[config.mk]
export PLATFORM = sky130hd
export DESIGN_NAME = uart_tx
export DESIGN_NICKNAME = d
export VERILOG_FILES = /design/src/rtl/uart_tx.sv
export SDC_FILE = /design/constraint.sdc
export NUM_CORES = 1
export LEC_CHECK = 0
export CELL_PAD_IN_SITES_DETAIL_PLACEMENT = 1
export CELL_PAD_IN_SITES_GLOBAL_PLACEMENT = 1
export CORE_MARGIN = 8
export CORE_UTILIZATION = 30
export DETAILED_ROUTE_END_ITERATION = 6
export PLACE_DENSITY = 0.56
export SYNTH_ARGS = -nofsm -noshare
export SYNTH_HDL_FRONTEND = slang
export SYNTH_SLANG_ARGS = --single-unit
[constraint.sdc]
create_clock -name clk_i -period 2.5 [get_ports clk_i]
set_clock_uncertainty 0.15 [all_clocks]
set_input_delay 0.375 -clock clk_i [delete_from_list [all_inputs] [get_ports clk_i]]
set_output_delay 0.375 -clock clk_i [all_outputs]
set_load 0.005 [all_outputs]
[src/rtl/uart_tx.sv]
// 8N1 UART transmitter: a small byte FIFO feeding a start/data/stop serialiser.
// Single clock domain; synchronous active-low reset.
module uart_tx #(
    parameter int CLKS_PER_BIT = 868,
    parameter int FIFO_DEPTH   = 4,
    parameter int CNT_W        = 10
) (
    input  logic       clk_i,
    input  logic       rst_i,
    input  logic [7:0] data_i,
    input  logic       valid_i,
    output logic       ready_o,
    output logic       busy_o,
    output logic       uart_tx_o
);
    localparam int PTR_W = (FIFO_DEPTH > 1) ? $clog2(FIFO_DEPTH) : 1;
    localparam int OCC_W = $clog2(FIFO_DEPTH) + 1;
    localparam logic [CNT_W-1:0] BAUD_LAST = CNT_W'(CLKS_PER_BIT - 1);
    localparam logic [OCC_W-1:0] OCC_FULL  = OCC_W'(FIFO_DEPTH);

    typedef enum logic [1:0] {IDLE, START, DATA, STOP} state_t;

    logic [7:0]       mem_q [FIFO_DEPTH];
    logic [PTR_W-1:0] wr_ptr_q, wr_ptr_d;
    logic [PTR_W-1:0] rd_ptr_q, rd_ptr_d;
    logic [OCC_W-1:0] count_q, count_d;
    state_t           state_q, state_d;
    logic [CNT_W-1:0] baud_q, baud_d;
    logic [2:0]       bit_idx_q, bit_idx_d;
    logic [7:0]       shift_q, shift_d;
    logic             tx_q, tx_d;
    logic             busy_q, busy_d;
    logic             push, pop, bit_done, fifo_empty;

    assign ready_o    = (count_q != OCC_FULL);
    assign push       = valid_i && ready_o;
    assign fifo_empty = (count_q == '0);
    assign bit_done   = (baud_q == BAUD_LAST);
    assign busy_o     = busy_q;
    assign uart_tx_o  = tx_q;

    // The line level for the next bit is decided here so uart_tx_o comes straight from a flop.
    always_comb begin
        pop       = 1'b0;
        state_d   = state_q;
        baud_d    = baud_q;
        bit_idx_d = bit_idx_q;
        shift_d   = shift_q;
        tx_d      = tx_q;
        unique case (state_q)
            IDLE: begin
                tx_d = 1'b1;
                if (!fifo_empty) begin
                    pop     = 1'b1;
                    shift_d = mem_q[rd_ptr_q];
                    baud_d  = '0;
                    state_d = START;
                    tx_d    = 1'b0;
                end
            end
            START: begin
                if (bit_done) begin
                    baud_d    = '0;
                    bit_idx_d = 3'd0;
                    state_d   = DATA;
                    tx_d      = shift_q[0];
                end else begin
                    baud_d = baud_q + 1'b1;
                end
            end
            DATA: begin
                if (bit_done) begin
                    baud_d    = '0;
                    shift_d   = {1'b0, shift_q[7:1]};
                    bit_idx_d = bit_idx_q + 3'd1;
                    if (bit_idx_q == 3'd7) begin
                        state_d = STOP;
                        tx_d    = 1'b1;
                    end else begin
                        tx_d = shift_q[1];
                    end
                end else begin
                    baud_d = baud_q + 1'b1;
                end
            end
            STOP: begin
                if (bit_done) begin
                    baud_d = '0;
                    if (!fifo_empty) begin
                        pop     = 1'b1;
                        shift_d = mem_q[rd_ptr_q];
                        state_d = START;
                        tx_d    = 1'b0;
                    end else begin
                        state_d = IDLE;
                        tx_d    = 1'b1;
                    end
                end else begin
                    baud_d = baud_q + 1'b1;
                end
            end
            default: begin
                state_d = IDLE;
                tx_d    = 1'b1;
            end
        endcase
    end

    always_comb begin
        wr_ptr_d = push ? wr_ptr_q + 1'b1 : wr_ptr_q;
        rd_ptr_d = pop  ? rd_ptr_q + 1'b1 : rd_ptr_q;
        count_d  = count_q;
        if (push && !pop) begin
            count_d = count_q + 1'b1;
        end else if (pop && !push) begin
            count_d = count_q - 1'b1;
        end
        busy_d = (state_d != IDLE) || (count_d != '0);
    end

    // Storage is not cleared on reset; flushing the pointers and count empties the FIFO.
    always_ff @(posedge clk_i) begin
        if (push) begin
            mem_q[wr_ptr_q] <= data_i;
        end
    end

    always_ff @(posedge clk_i) begin
        if (!rst_i) begin
            wr_ptr_q  <= '0;
            rd_ptr_q  <= '0;
            count_q   <= '0;
            state_q   <= IDLE;
            baud_q    <= '0;
            bit_idx_q <= 3'd0;
            shift_q   <= 8'h00;
            tx_q      <= 1'b1;
            busy_q    <= 1'b0;
        end else begin
            wr_ptr_q  <= wr_ptr_d;
            rd_ptr_q  <= rd_ptr_d;
            count_q   <= count_d;
            state_q   <= state_d;
            baud_q    <= baud_d;
            bit_idx_q <= bit_idx_d;
            shift_q   <= shift_d;
            tx_q      <= tx_d;
            busy_q    <= busy_d;
        end
    end
endmodule

==> results_dict.tcl <==
set metrics [dict create \
    fin_util 0.356 \
    cts_buffer_depth 2 \
    setup_viol 0 \
    place_hpwl_um 4850 \
    grt_pass1_vias 2254 \
    peakVddDrop_mv 0.353 \
    wire_per_inst_um 15.7 \
    synth_cell_type_count 50 \
    yosys.area.top_type "edfxtp_1" \
    initial_core_util 0.305 \
    portBuffers 13 \
    clockRootBuffer "clkbuf_8" \
    drt_iter0_drc 116 \
    yosys.area.top_type_share 0.309 \
    syn_nets 289 \
    die_h_um 118 \
    syn_area_per_cell_um2 11.8 \
    maxCapViolCount 0 \
    critPathKind "reg -> reg" \
    met3_usage 0.0278 \
    n_antenna_cell 0 \
    seq_area_frac_synth 0.528 \
    holdCritPathClass "reg -> reg" \
    cts.repair.resized 0 \
    hold_buffers 0 \
    synthToLayoutAreaGrowth_pct 16.5 \
    startpoint_type "register" \
    hold_violations 0 \
    globalRouteOverflowTotal 0 \
    fmax_ghz 0.451 \
    worst-path-max-fanout 6 \
    h-tree-depth 3 \
    drc 0 \
    synth_most_common_cell "dfxtp_1" \
    vias_per_cell 4.93 \
    clk_latency_ns 0.34 \
    netlist_instances 263 \
    cts_setup_buffers 0 \
    grt_max_degree 15 \
    grt_use_met1 0.130 \
    rsz0062_at_grt "no" \
    crit_arrival_ns 2.33 \
    io_pins 14 \
    tightest_slew_ns 0.581 \
    relSlewSlack 0.611 \
    ys.flop_type "dfxtp_1" \
    period_share 0.887 \
    fin_crit_ns 2.22 \
    drive_gt1_frac 0.167 \
    layout.nets 309 \
    required_ns 2.62 \
    cts_tree "done" \
    grt_pass1_wl_um 11300 \
    gp_congestion 0.750 \
    fin_tns_setup_ns 0 \
    vias 2091 \
    cts_inserted_buffers 9 \
    gr-max-usage-layer "met2" \
    met2_usage 0.159 \
    synth_area_um2 3110 \
    drv_slew 0 \
    core_area_um2 10200 \
    synth-seq-cells 66 \
    status "finished clean" \
    p_per_area_nw_per_um2 1080 \
    clkTransAtPathRegs_ns 0.09 \
    p_leak_nw 1.30 \
    grt_util_all_layers 0.101 \
    dieWidth_um 118 \
    wl_um 6640 \
    drt-pass1-iter-count 4 \
    dieArea_um2 13900 \
    yosys_warnings 0 \
    postRouteAntennaNets 0 \
    endpoint_kind "register" \
    num_rows 37 \
    antenna_found_initial 0 \
    synth_edf_count 32 \
    ys_top_cells_by_area "edfxtp_1, dfxtp_1, ha_1" \
    numClockSinks 66 \
    yosys-top-cells-count "dfxtp_1, edfxtp_1, nor2_1" \
    async_reset_ff_frac 0 \
]
-- path summary, 6_finish.rpt --
path | from | endpoint | slack (ns) | cells after the start
worst max-delay path | baud_q[0] | busy_o | 0.28 | 6
worst min-delay path | bit_idx_q[0] | bit_idx_q[0] | 0.34 | 2
worst max register to register | baud_q[0] | busy_o | 0.28 | 6
worst min register to register | bit_idx_q[0] | bit_idx_q[0] | 0.34 | 2
-- sequential cells by signal, summed over array words and instances, names as in the netlist, named ones only --
signal and flops:
shift_q 8, count_q 3, rd_ptr_q 2, baud_q 10, mem_q 32, state_q 2, wr_ptr_q 2, uart_tx_o 1
busy_o 1, bit_idx_q 3
-- metal layers --
layer  share of wire  wire length [um]
met2            0.47              3140
met5               0                 0
met1            0.49              3270
met3           0.021               137
met4           0.014                95
-- critical path, stage by stage (launching register included) --
cell and delay [ns]:
dfxtp_1 0.39, ha_1 0.22, nor2b_1 0.40, a31oi_1 0.32
nor4_1 0.32, and3b_1 0.22, a31oi_1 0.12
-- stage by stage --
stage | cells | cell area, um^2 | hold slack (ns) | setup WS, ns | power, mW
2_1_floorplan | 263 | 3110 | 0.294 | 0.570 | 2.60
3_3_place_gp | 408 | 3410 | 0.307 | 0.300 | 3.00
3_5_place_dp | 408 | 3410 | 0.331 | 0.269 | 3.03
4_1_cts | 424 | 3620 | 0.345 | 0.203 | 3.98
5_1_grt | 424 | 3620 | 0.369 | 0.0546 | 4.22
6_report | 424 | 3620 | 0.341 | 0.284 | 3.92
-- layout make-up --
| cell class | instances | area, um^2 |
|---|---|---|
| Timing Repair Buffer | 19 | 175 |
| Tap cell | 136 | 170 |
| Clock inverter | 7 | 83.8 |
| Multi-Input combinational cell | 178 | 1400 |
| Sequential cell | 66 | 1640 |
| Clock buffer | 9 | 124 |
| Fill cell | 1129 | 6560 |
| Inverter | 9 | 33.8 |
-- power breakdown --
| part | switching, mW | total (mW) | internal, mW |
|---|---|---|---|
| Clock | 0.460 | 0.937 | 0.478 |
| Combinational | 0.874 | 1.55 | 0.676 |
| Sequential | 0.115 | 1.43 | 1.32 |
| Total | 1.45 | 3.92 | 2.47 |
-- logic make-up (layout without fill, tap and decap cells) --
| group | after synthesis | in the layout | synth area share |
|---|---|---|---|
| muxes | 22 | 22 | 0.106 |
| adders and majority gates | 15 | 15 | 0.0604 |
| DFF | 66 | 66 | 0.528 |
| and+or+nand+nor | 87 | 87 | 0.156 |
| buffers and inverters | 19 | 44 | 0.0254 |
| xor gates and xnor gates | 3 | 3 | 0.00845 |
| AOI/OAI and AO/OA | 51 | 51 | 0.116 |
-- layout by cell type, fill, tap and decap left out, drive strengths merged, types with 3 or more instances in the layout --
master,count
ha,15
nor2,28
and3,5
nor4,7
a31oi,3
nor3b,4
nand2,10
a21oi,14
o21ai,10
buf,6
a31o,3
nor3,8
or3,3
mux2,7
clkdlybuf4s50,13
clkbuf,9
mux2i,7
dfxtp,34
inv,12
edfxtp,32
nand3,3
mux4,8
a32oi,4
nand2b,4
and2,7
(Power assumes the default switching activity.)
